--- config.mk ---
export PLATFORM = sky130hd
export DESIGN_NAME = axi_riscv_lrsc_initiator
export DESIGN_NICKNAME = d
export VERILOG_FILES = /design/src/rtl/axi_riscv_lrsc_initiator.sv
export SDC_FILE = /design/constraint.sdc
export NUM_CORES = 1
export LEC_CHECK = 0
export CAP_MARGIN = 0
export CORE_AREA = 2 2 203 205
export CTS_BUF_LIST = sky130_fd_sc_hd__clkbuf_16
export DETAILED_ROUTE_END_ITERATION = 8
export DIE_AREA = 0 0 205 207
export GPL_ROUTABILITY_DRIVEN = 1
export SLEW_MARGIN = 20
export SYNTH_ARGS = -nofsm -noshare
export SYNTH_HDL_FRONTEND = slang
export SYNTH_SLANG_ARGS = --single-unit
--- constraint.sdc ---
create_clock -name clk_i -period 2.36 [get_ports clk_i]
set_input_delay 0.472 -clock clk_i [delete_from_list [all_inputs] [get_ports clk_i]]
set_output_delay 0.472 -clock clk_i [all_outputs]
set_load 0.05 [all_outputs]
--- src/rtl/axi_riscv_lrsc_initiator.sv ---
// axi_riscv_lrsc_initiator
// Turns a single-outstanding core request port (LOAD/STORE/LR/SC) into single-beat AXI4
// master transactions. LR is issued as a locked read, SC as a locked write. The slave's
// EXOKAY/OKAY answer is reported back as reservation / store-conditional success.
//
// Handshake semantics (all channels, both sides): a transfer happens on a rising clk_i edge
// where valid and ready are both 1. Once this block raises a valid it holds the valid and its
// payload stable until that transfer; it never waits for the peer's ready before asserting
// valid. The ready outputs depend only on the FSM state, never on the peer's valid.

module axi_riscv_lrsc_initiator #(
    parameter int AXI_ADDR_WIDTH = 64,
    parameter int AXI_DATA_WIDTH = 64,
    parameter int AXI_ID_WIDTH   = 4,
    parameter int AXI_ID         = 0,
    localparam int AXI_STRB_WIDTH = AXI_DATA_WIDTH / 8
) (
    input  logic                      clk_i,
    input  logic                      rst_ni,
    // core request port
    input  logic                      req_valid_i,
    output logic                      req_ready_o,
    input  logic [1:0]                req_op_i,
    input  logic [AXI_ADDR_WIDTH-1:0] req_addr_i,
    input  logic [2:0]                req_size_i,
    input  logic [AXI_DATA_WIDTH-1:0] req_wdata_i,
    input  logic [AXI_STRB_WIDTH-1:0] req_strb_i,
    // core response port
    output logic                      rsp_valid_o,
    input  logic                      rsp_ready_i,
    output logic [AXI_DATA_WIDTH-1:0] rsp_data_o,
    output logic                      rsp_excl_ok_o,
    output logic                      rsp_err_o,
    // AXI AR
    output logic [AXI_ADDR_WIDTH-1:0] mst_ar_addr_o,
    output logic [AXI_ID_WIDTH-1:0]   mst_ar_id_o,
    output logic [2:0]                mst_ar_size_o,
    output logic                      mst_ar_lock_o,
    output logic                      mst_ar_valid_o,
    input  logic                      mst_ar_ready_i,
    // AXI R
    input  logic [AXI_DATA_WIDTH-1:0] mst_r_data_i,
    input  logic [1:0]                mst_r_resp_i,
    input  logic                      mst_r_last_i,
    input  logic [AXI_ID_WIDTH-1:0]   mst_r_id_i,
    input  logic                      mst_r_valid_i,
    output logic                      mst_r_ready_o,
    // AXI AW
    output logic [AXI_ADDR_WIDTH-1:0] mst_aw_addr_o,
    output logic [AXI_ID_WIDTH-1:0]   mst_aw_id_o,
    output logic [2:0]                mst_aw_size_o,
    output logic                      mst_aw_lock_o,
    output logic                      mst_aw_valid_o,
    input  logic                      mst_aw_ready_i,
    // AXI W
    output logic [AXI_DATA_WIDTH-1:0] mst_w_data_o,
    output logic [AXI_STRB_WIDTH-1:0] mst_w_strb_o,
    output logic                      mst_w_last_o,
    output logic                      mst_w_valid_o,
    input  logic                      mst_w_ready_i,
    // AXI B
    input  logic [1:0]                mst_b_resp_i,
    input  logic [AXI_ID_WIDTH-1:0]   mst_b_id_i,
    input  logic                      mst_b_valid_i,
    output logic                      mst_b_ready_o,
    // debug: current FSM state
    output logic [2:0]                dbg_state_o
);

    localparam int MAX_SIZE = $clog2(AXI_STRB_WIDTH);
    localparam logic [AXI_ID_WIDTH-1:0] ID_VAL = AXI_ID_WIDTH'(AXI_ID);

    localparam logic [1:0] OP_LOAD  = 2'b00;
    localparam logic [1:0] OP_STORE = 2'b01;
    localparam logic [1:0] OP_LR    = 2'b10;
    localparam logic [1:0] OP_SC    = 2'b11;

    typedef enum logic [2:0] {
        S_IDLE = 3'd0,
        S_AR   = 3'd1,
        S_R    = 3'd2,
        S_AWW  = 3'd3,
        S_B    = 3'd4,
        S_RSP  = 3'd5
    } state_e;

    state_e state_q, state_d;

    logic [1:0]                op_q;
    logic [AXI_ADDR_WIDTH-1:0] addr_q;
    logic [2:0]                size_q;
    logic [AXI_DATA_WIDTH-1:0] wdata_q;
    logic [AXI_STRB_WIDTH-1:0] strb_q;
    logic                      aw_sent_q;
    logic                      w_sent_q;
    logic [AXI_DATA_WIDTH-1:0] rsp_data_q;
    logic                      rsp_excl_ok_q;
    logic                      rsp_err_q;

    logic [AXI_ADDR_WIDTH-1:0] size_mask;
    logic                      excl_reject;
    logic                      req_fire;

    // Exclusive accesses must be naturally aligned and fit in one data beat; otherwise they
    // are answered locally with an error and never reach the bus.
    always_comb begin
        size_mask   = (AXI_ADDR_WIDTH'(1) << req_size_i) - AXI_ADDR_WIDTH'(1);
        excl_reject = req_op_i[1] &&
                      (((req_addr_i & size_mask) != '0) || (req_size_i > 3'(MAX_SIZE)));
    end

    assign req_fire = req_valid_i && req_ready_o;

    // State register; reset drops every valid at once because all valids decode from it.
    always_ff @(posedge clk_i or negedge rst_ni) begin
        if (!rst_ni) begin
            state_q <= S_IDLE;
        end else begin
            state_q <= state_d;
        end
    end

    // Next-state and handshake outputs.
    always_comb begin
        state_d        = state_q;
        req_ready_o    = 1'b0;
        mst_ar_valid_o = 1'b0;
        mst_r_ready_o  = 1'b0;
        mst_aw_valid_o = 1'b0;
        mst_w_valid_o  = 1'b0;
        mst_b_ready_o  = 1'b0;
        rsp_valid_o    = 1'b0;
        case (state_q)
            S_IDLE: begin
                req_ready_o = 1'b1;
                if (req_valid_i) begin
                    if (excl_reject) begin
                        state_d = S_RSP;
                    end else if (req_op_i[0]) begin
                        state_d = S_AWW;
                    end else begin
                        state_d = S_AR;
                    end
                end
            end
            S_AR: begin
                mst_ar_valid_o = 1'b1;
                if (mst_ar_ready_i) state_d = S_R;
            end
            S_R: begin
                mst_r_ready_o = 1'b1;
                if (mst_r_valid_i) state_d = S_RSP;
            end
            S_AWW: begin
                // AW and W are independent: each is offered until its own transfer.
                mst_aw_valid_o = !aw_sent_q;
                mst_w_valid_o  = !w_sent_q;
                if ((aw_sent_q || mst_aw_ready_i) && (w_sent_q || mst_w_ready_i)) begin
                    state_d = S_B;
                end
            end
            S_B: begin
                mst_b_ready_o = 1'b1;
                if (mst_b_valid_i) state_d = S_RSP;
            end
            S_RSP: begin
                rsp_valid_o = 1'b1;
                if (rsp_ready_i) state_d = S_IDLE;
            end
            default: state_d = S_IDLE;
        endcase
    end

    // Request latch, AW/W sent tracking and response capture.
    always_ff @(posedge clk_i or negedge rst_ni) begin
        if (!rst_ni) begin
            op_q          <= OP_LOAD;
            addr_q        <= '0;
            size_q        <= '0;
            wdata_q       <= '0;
            strb_q        <= '0;
            aw_sent_q     <= 1'b0;
            w_sent_q      <= 1'b0;
            rsp_data_q    <= '0;
            rsp_excl_ok_q <= 1'b0;
            rsp_err_q     <= 1'b0;
        end else begin
            if (req_fire) begin
                op_q      <= req_op_i;
                addr_q    <= req_addr_i;
                size_q    <= req_size_i;
                wdata_q   <= req_wdata_i;
                strb_q    <= req_strb_i;
                aw_sent_q <= 1'b0;
                w_sent_q  <= 1'b0;
                if (excl_reject) begin
                    rsp_data_q    <= '0;
                    rsp_excl_ok_q <= 1'b0;
                    rsp_err_q     <= 1'b1;
                end
            end
            if (state_q == S_AWW) begin
                if (mst_aw_ready_i) aw_sent_q <= 1'b1;
                if (mst_w_ready_i)  w_sent_q  <= 1'b1;
            end
            // EXOKAY counts as success only for the exclusive flavour of each direction.
            if (state_q == S_R && mst_r_valid_i) begin
                rsp_data_q    <= mst_r_data_i;
                rsp_err_q     <= mst_r_resp_i[1];
                rsp_excl_ok_q <= (op_q == OP_LR) && (mst_r_resp_i == 2'b01);
            end
            if (state_q == S_B && mst_b_valid_i) begin
                rsp_data_q    <= '0;
                rsp_err_q     <= mst_b_resp_i[1];
                rsp_excl_ok_q <= (op_q == OP_SC) && (mst_b_resp_i == 2'b01);
            end
        end
    end

    assign mst_ar_addr_o = addr_q;
    assign mst_ar_id_o   = ID_VAL;
    assign mst_ar_size_o = size_q;
    assign mst_ar_lock_o = (op_q == OP_LR);

    assign mst_aw_addr_o = addr_q;
    assign mst_aw_id_o   = ID_VAL;
    assign mst_aw_size_o = size_q;
    assign mst_aw_lock_o = (op_q == OP_SC);

    assign mst_w_data_o  = wdata_q;
    assign mst_w_strb_o  = strb_q;
    assign mst_w_last_o  = 1'b1;

    assign rsp_data_o    = rsp_data_q;
    assign rsp_excl_ok_o = rsp_excl_ok_q;
    assign rsp_err_o     = rsp_err_q;

    assign dbg_state_o   = state_q;

    // Slave must answer with our ID and a single last beat.
    r_protocol_ok: assert property (@(posedge clk_i) disable iff (!rst_ni)
        (state_q == S_R && mst_r_valid_i) |-> (mst_r_last_i && mst_r_id_i == ID_VAL));

    b_protocol_ok: assert property (@(posedge clk_i) disable iff (!rst_ni)
        (state_q == S_B && mst_b_valid_i) |-> (mst_b_id_i == ID_VAL));

endmodule

Word-level counts from Yosys, hierarchy flattened
Cells that the tools add are included.
Widths: inputs -> output; s select.
{ "word_totals": {"output_inout_bits": 293, "regBits": 212, "word_cells": 82, "in_bits": 227} }
{ "op_classes": {"n_shift": 1, "reduce_logical": 18, "add_sub_neg": 1, "order_cmp": 1, "mux": 34, "n_bitwise": 1, "eq_ne": 15} }
{ "ops": {"columns": ["operator", "n"], "rows": [
  ["$mux 64", 4],
  ["$and 64x64->64", 1],
  ["$reduce_bool 64->1", 1],
  ["$shl 1x3->64 const A", 1],
  ["$sub 64x2->64 const B", 1],
  ["$mux 1", 21],
  ["$mux 3", 7],
  ["$pmux 3 s6", 1],
  ["$ne 2x2->1 const B", 6],
  ["$logic_and 1x1->1", 7],
  ["$eq 3x2->1 const B", 2],
  ["$eq 3x3->1 const B", 2],
  ["$reduce_and 6->1", 1],
  ["$reduce_bool 3->1", 2],
  ["$eq 2x1->1 const B", 2],
  ["$eq 2x2->1 const B", 2],
  ["$eq 3x1->1 const B", 1],
  ["$gt 3x2->1 const B", 1],
  ["$logic_not 3->1", 1],
  ["$logic_or 1x1->1", 3],
  ["$logic_not 1->1", 2],
  ["$mux 2", 1],
  ["$reduce_and 2->1", 1]
]} }

Logic depth before layout (Yosys ltp)
Gate-level depths: netlist of run 1.
{ "logic_depth": {"word_depth": 10, "depth_mapped": 12, "ltp_nobuf": 10} }

Worst setup path after synthesis of run 1
OpenSTA, ideal clock, no wires.
{ "synth_timing": {"path_kind": "reg-to-reg", "startpoint": "register state_q[2], in the netlist dbg_state_o[2]", "endpoint": "register rsp_data_q[33], in the netlist rsp_data_o[33]", "period_less_slack_ns": 2.914, "setup_slack_ns": -0.554, "path_stages_with_launch": 7, "path_buffers": 3, "arrival_ns": 2.796, "cell_sequence": "dfrtp_1 clkbuf_1 nor3b_1 a32o_2 buf_6 buf_12 o21ai_2"} }
{ "synth_between": {"elab_chain_cells": 5} }
{ "synth_lines": {"columns": ["item", "line", "rtl"], "rows": [
  ["start: declaration", "87", "state_e state_q, state_d;"],
  ["start signal: assignment", "119", "state_q <= state_d;"],
  ["$logic_not 3->1", "133", "case (state_q)"],
  ["$mux 1", "133", null],
  ["$logic_and 1x1->1", "112", "assign req_fire = req_valid_i && req_ready_o;"],
  ["$reduce_bool 3->1 (no line)", null, null],
  ["$reduce_and 2->1 (no line)", null, null],
  ["end signal: assignment", "208", "rsp_data_q <= mst_r_data_i;"],
  ["end: declaration", "96", "logic [AXI_DATA_WIDTH-1:0] rsp_data_q;"]
]} }
Several ways; a longest one is shown, not always the timed one.
A chain may end at the register's enable or synchronous reset.

Worst setup path in the final report of run 1
{ "layout_timing": {"startpoint": "input port req_addr_i[28]", "endpoint": "register rsp_data_q[26], in the netlist rsp_data_o[26]"} }
{ "layout_between": {"elab_chain_cells": 6} }
{ "layout_lines": {"columns": ["item", "line", "rtl"], "rows": [
  ["start: declaration", "24", "input logic [AXI_ADDR_WIDTH-1:0] req_addr_i,"],
  ["$and 64x64->64", "109", "(((req_addr_i & size_mask) != '0) || (req_size_i > 3'(MAX_SIZE)));"],
  ["$reduce_bool 64->1", "109", null],
  ["$logic_or 1x1->1", "109", null],
  ["$logic_and 1x1->1", "108", "excl_reject = req_op_i[1] &&"],
  ["$reduce_bool 3->1 (no line)", null, null],
  ["$reduce_and 2->1 (no line)", null, null]
]} }
Every way passes these cells.

==> flow_summary.toml, run 1 <==
[final_layout]
fin_util_pct = 40.0
multi_input_area_sq_um = 3330
areaGrowthSynthToFinish_pct = 77.1
drive_gt1_share_pct = 29.3
nNetsFinal = 1472
fin_cells = 1796
fillers = 3901
register_area_sq_um = 5310

[floorplanning]
start_util_pct = 22.6
core_sq_um = 40400
rows = 74
io_pins = 520
die_area_sq_um = 42400
die-width_microns = 205
die-height_microns = 207

[synth]
ys_ff_latch = 212
synthCells = 749
synthFlopType = "dfrtp_1"
synthTopCellsByArea = "dfrtp_1 58%, mux2_2 17%, buf_4 6.3%"
yosys.area.top_type = "dfrtp_1"
syn_area_sq_um = 9120
yosysMostFrequentCell = "dfrtp_1"
ys_async_sr_fraction_pct = 100
seq_area_frac_synth_pct = 58.2
yosys.area.top_type_share_pct = 58.2
yosysWarnings = 0
synth.distinct_cells = 42
avgSynthCellArea_sq_um = 12.2
synth.top_cells.by_count = "212 x dfrtp_1, 141 x mux2_2, 137 x nand2_1, 76 x buf_4, 35 x clkbuf_1"
synth_edf_count = 0

[critical_path]
cp_cell_sequence = "buf_6 > or4_4 > or4_4 > a32o_1 > a211o_1 > a32o_4 > buf_12 > buf_16 > o21ai_4"
cp-start-kind = "primary input"
cpMostUsedCell = "or4_4"
critPathMaxFanout = 9
crit_slowest_cell = "or4_4"
crit_path_max_incr_delay_ps = 520
cp-end-kind = "register"
critPathRequiredTime_ps = 2820
critPathArrivalTime_ps = 2940
critical_path_class = "in -> reg"

[global_routing]
grt_start_max_net_pins = 66
gr-usage-all-layers_pct = 14.9
grt_pass1_wl_mm = 48.5
grt-ovfl-total = 0
grt_pass1_vias = 8140
antenna_found_initial = 2

[timing]
setup_violations = 65
rsz0062_at_grt = "true"
fin_worst_skew_ps = 10.4
tightest_slew_ps = 594
setup_slack_ps = -116
fmax_mhz = 404
post-route-min-period_ps = 2480
hold_violations = 0
relSlewSlack_pct = 60.3
maxSlewViolCount = 0
min_period_over_period_pct = 105

[route]
wl_met1_mm = 12.2
dr.max_layer_used = "met5"
dr.pass1.iters = 4
vias = 7550
met3_wirelength_mm = 2.93
wl_per_cell_microns = 18.1
drtIter0Drc = 260
drt-vias-per-instance = 4.20
antenna_left = 0
wl_met2_mm = 16.3
drt_wl_total_mm = 32.5
route.detailed.drc = 0

[placement]
place_congestion = 0.786
hpwl_mm = 24.1
io_buffer_count = 501
dpl.cell_count = 1730

[clock_tree]
cts_tree = "done"
h-tree-depth = 1
clock_latency_ps = 540
path_clk_slew_ps = 60
clkSinkCount = 212
clk_path_buf_depth = 3
clockRootBuffer = "clkbuf_16"
cts-buffers-inserted = 26

[status]
violations = "negative setup slack"
status = "finished, violations left"

[power]
ir_worst_vdd_v = 0.000905
p_per_area_nw_per_um2 = 1770
p_leak_nw = 6.69

[hold_path]
hold_class = "in -> reg"

[flow_run]
cap_violations = 0
-- timing repair --
action	in CTS	in global routing
resized for setup	131	24
gates cloned	8	1
pin swaps	13	16
buffers inserted	8	2
hold endpoints to repair	51	0
endpoints found under the setup margin	78	68
hold buffers	1	0
-- metrics by stage --
step	cell area, sq um	hold WS [ps]	setup WS, ps	TNS [ps]	power [mW]
after floorplan	9190	176	-325	-15440	18.3
after global placement	14800	452	-1030	-68260	24.0
after detailed placement	14800	460	-1040	-67770	24.1
after CTS	16100	137	-267	-9500	28.9
after global routing	16100	147	-197	-10620	29.8
final	16100	180	-116	-5240	28.6
-- worst max-delay path: cells and delay by family --
| family | cells | cell delay, ps |
|---|---|---|
| AOI/OAI and AO/OA | 4 | 990 |
| buffers and inverters | 3 | 410 |
| and+or+nand+nor | 2 | 1040 |
-- logic make-up (layout without fill, tap and decap cells) --
kind of cell	Yosys count	count (layout)	share of synthesized area (%)
mux	142	142	17.5
simple gates	176	176	8.03
other cells	2	10	0.0824
buf+inv	121	628	8.85
flops	212	212	58.2
fa+ha+maj	2	2	0.274
xor+xnor	2	2	0.192
compound gates	92	92	6.85
-- path summary, 6_finish.rpt --
check,endpoint,start,slack [ps],cells past startpoint
min,mst_ar_addr_o[58]$_DFFE_PN0P_,req_addr_i[58],180,2
max reg2reg,rsp_data_o[14]$_DFFE_PN0P_,dbg_state_o[2]$_DFFE_PN0P_,250,8
min in group asynchronous,rsp_data_o[9]$_DFFE_PN0P_,rst_ni,480,2
max in group asynchronous,rsp_data_o[47]$_DFFE_PN0P_,rst_ni,1220,3
min reg2reg,mst_w_data_o[33]$_DFFE_PN0P_,mst_w_data_o[33]$_DFFE_PN0P_,500,1
max,rsp_data_o[26]$_DFFE_PN0P_,req_addr_i[28],-120,9
-- registers in the layout, indices dropped and copies added, names as in the netlist --
signal,cells
w_sent_q,1
mst_ar_size_o,3
aw_sent_q,1
mst_w_strb_o,8
mst_ar_addr_o,64
rsp_data_o,64
rsp_err_o,1
mst_w_data_o,64
rsp_excl_ok_o,1
dbg_state_o,3
op_q,2
-- power breakdown --
part	total, mW	switching (mW)	internal [mW]
Clock	3.99	1.59	2.40
Combinational	18.0	11.4	6.57
Sequential	6.62	1.24	5.37
Total	28.6	14.2	14.3
-- layer usage --
layer	vias to the layer above	GRT usage, %
li1	3459	-
met1	3681	16.7
met2	343	26.1
met3	65	4.63
met4	2	5.61
met5	-	0
-- final cells by class --
class / instances / share of cell area, %
clock buffers: 27 / 4.18
inverters: 5 / 0.116
clock inverters: 21 / 1.12
repair buffers: 575 / 36.9
diodes: 1 / 0.0155
flip-flops and latches: 212 / 32.9
multi-input cells: 423 / 20.6
well taps: 532 / 4.12
-- placed cells by master (no fill, tap or decap), drive strengths merged, types with 3 or more instances in the layout --
cell           synthesis  final
clkbuf                35     30
or4                    4      4
nand3                  4      4
clkdlybuf4s50          0    457
clkinv                 0     13
bufinv                 0      3
dlymetal6s2s           0      4
inv                    5     10
nand2                137    137
conb                   2      9
nand2b                 3      3
dfrtp                212    212
nor2                  10     10
mux2                 141    141
nor4                   4      4
o21ai                 72     72
clkdlybuf4s15          0      4
dlygate4sd2            0      9
buf                   81     97
nor3                   4      4
a21oi                  5      5
Power figures use the tool's default switching activity.
==> run 2: changes to the inputs <==
--- a/config.mk
+++ b/config.mk
@@ -8,6 +8,7 @@
 export CAP_MARGIN = 0
 export CORE_AREA = 2 2 203 205
 export CTS_BUF_LIST = sky130_fd_sc_hd__clkbuf_16
+export CTS_CLUSTER_SIZE = 16
 export DETAILED_ROUTE_END_ITERATION = 8
 export DIE_AREA = 0 0 205 207
 export GPL_ROUTABILITY_DRIVEN = 1
==> run 2 against run 1 <==
Compared with the run above: the run still ends with negative setup slack left; sequential share of layout area increased by 0.24 points; worst setup slack got worse by 66 ps; critical path type unchanged; largest cell class unchanged; hold slack improved by 5.5 ps; clock power decreased by 8.0%; final area decreased by 0.73%; largest power group unchanged; via count decreased by 0.72%; critical path depth unchanged; clock skew about the same.
==> flow_summary.toml, run 2 (synthesis gave the netlist of run 1 again) <==
[status]
status = "finished, violations left"
violations = "negative setup slack"

[route]
route.detailed.drc = 0
drt-vias-per-instance = 4.18
antenna_left = 0
vias = 7496
drtIter0Drc = 215
wl_per_cell_microns = 18.2
drt_wl_total_mm = 32.6
dr.pass1.iters = 4

[critical_path]
crit_path_max_incr_delay_ps = 520
cp_num_cells = 9
critPathRequiredTime_ps = 2780
regToRegStartpoint = "dbg_state_o[2]$_DFFE_PN0P_"
crit_start = "req_addr_i[20]"
critPathArrivalTime_ps = 2960
cp-start-kind = "primary input"
cp-end-kind = "register"
critical_path_class = "in -> reg"
crit_slowest_cell = "or4_4"
worst-path-buf-inv = 2
critPathMaxFanout = 3
critPathTopFamily = "compound AO/OA/AOI/OAI gates"
cp_cell_sequence = "dlygate4sd2_1 > nor4_2 > nand4_1 > or4_4 > a32o_1 > a211o_1 > a32o_4 > buf_6 > o31a_1"
rr_worst_depth = 8

[clock_tree]
clk_path_buf_depth = 3
cts_tree = "done"
clockRootBuffer = "clkbuf_16"
path_clk_slew_ps = 60
cts-buffers-inserted = 25
clkSinkCount = 212
clock_latency_ps = 540
h-tree-depth = 1

[timing]
relSlewSlack_pct = 60.8
fmax_mhz = 393
fin_tns_setup_ps = -8040
fin_worst_skew_ps = 10.6
setup_slack_ps = -183
maxSlewViolCount = 0
tightest_slew_ps = 585
rsz0062_at_grt = "true"
hold_violations = 0
post-route-min-period_ps = 2540
min_period_over_period_pct = 108
setup_violations = 66
worst_hold_slack_ps = 185

[global_routing]
grt_pass1_wl_mm = 47.8
grt_pass1_vias = 7982
gr-usage-all-layers_pct = 14.6
antenna_found_initial = 2
grt-ovfl-total = 0
grt_start_max_net_pins = 66

[floorplanning]
rows = 74
io_pins = 520
core_sq_um = 40400
die-width_microns = 205
die-height_microns = 207
start_util_pct = 22.6
die_area_sq_um = 42400

[final_layout]
drive_gt1_share_pct = 27.9
fin_cells = 1793
fillers = 3920
nNetsFinal = 1471
mostFrequentLayoutCell = "clkdlybuf4s50_1"
areaGrowthSynthToFinish_pct = 75.8
final_cell_mix = "458 x clkdlybuf4s50_1, 210 x dfrtp_1, 141 x mux2_2"

[placement]
hpwl_mm = 24.1
dpl.cell_count = 1730
io_buffer_count = 501
place_congestion = 0.786

[power]
ir_worst_vdd_v = 0.000905
power_frac_clock_pct = 13.0
seq_power_share_pct = 23.4
p_leak_nw = 6.63
switching_share_pct = 50.1
p_per_area_nw_per_um2 = 1760
p_int_mw = 14.1
p_sw_mw = 14.1
p_comb_share_pct = 63.6

[flow_run]
cap_violations = 0

[hold_path]
min_path_cells = 2
hold_class = "in -> reg"
min_from = "req_addr_i[44]"
==> run 2: cell types whose count changed in the layout (fill, tap and decap cells not counted), sizes merged <==
| cell | previous run | this run |
|---|---|---|
| buf | 97 | 96 |
| clkbuf | 30 | 27 |
| bufinv | 3 | 2 |
| dlymetal6s2s | 4 | 5 |
| clkdlybuf4s50 | 457 | 458 |
==> run 2: metal layers <==
metal  global-route usage (%)  share of wire, %  vias up  wire [microns]
met5                        0             0.040        -              13
met4                     5.04               3.2        2            1040
met3                     4.97               9.1       56            2960
met2                     25.8                50      343           16400
met1                     16.3                37     3652           12200
li1                         -                 -     3443               -
==> run 2: path summary, 6_finish.rpt <==
path | slack (ps) | endpoint
max | -180 | rsp_err_o$_DFFE_PN0P_
min | 190 | mst_ar_addr_o[44]$_DFFE_PN0P_
max reg2reg | 230 | rsp_data_o[30]$_DFFE_PN0P_
min reg2reg | 490 | rsp_err_o$_DFFE_PN0P_
max in group asynchronous | 1190 | rsp_data_o[44]$_DFFE_PN0P_
min in group asynchronous | 480 | mst_w_data_o[43]$_DFFE_PN0P_
==> run 2: metrics by stage <==
| step | setup slack, ps | area [sq um] | util [%] | power, mW |
|---|---|---|---|---|
| 6_report | -183 | 16000 | 39.7 | 28.2 |
| 3_3_place_gp | -1030 | 14800 | 36.6 | 24.0 |
| 3_5_place_dp | -1040 | 14800 | 36.6 | 24.1 |
| 4_1_cts | -202 | 15900 | 39.3 | 28.4 |
| 5_1_grt | -279 | 16000 | 39.7 | 29.4 |
| 2_1_floorplan | -325 | 9190 | - | 18.3 |
==> run 2: power by group through the flow <==
stage	Clock (mW)	Sequential [mW]	Combinational [mW]
after floorplan	0	12.2	6.10
after global placement	0	6.65	17.4
after detailed placement	0	6.70	17.4
after CTS	3.83	6.66	18.0
after global routing	3.96	6.84	18.6
final	3.67	6.61	17.9
==> run 2: layout make-up <==
cell class / instances / area (sq um) / area share, %
Inverter: 5 / 18.8 / 0.117
Multi-Input combinational cell: 423 / 3300 / 20.6
Clock buffer: 25 / 626 / 3.90
Clock inverter: 20 / 135 / 0.843
Timing Repair Buffer: 575 / 5970 / 37.3
Sequential cell: 212 / 5310 / 33.1
Tap cell: 532 / 666 / 4.15
Antenna cell: 1 / 2.50 / 0.0156
==> run 2: repair_timing <==
| item | CTS | global route |
|---|---|---|
| gates resized for setup | 114 | 25 |
| pin swaps | 15 | 11 |
| cloned | 6 | 3 |
| hold endpoints to repair | 51 | 0 |
| endpoints found under the setup margin | 76 | 68 |
| buffers inserted | 7 | 1 |
| hold buffers | 1 | 0 |
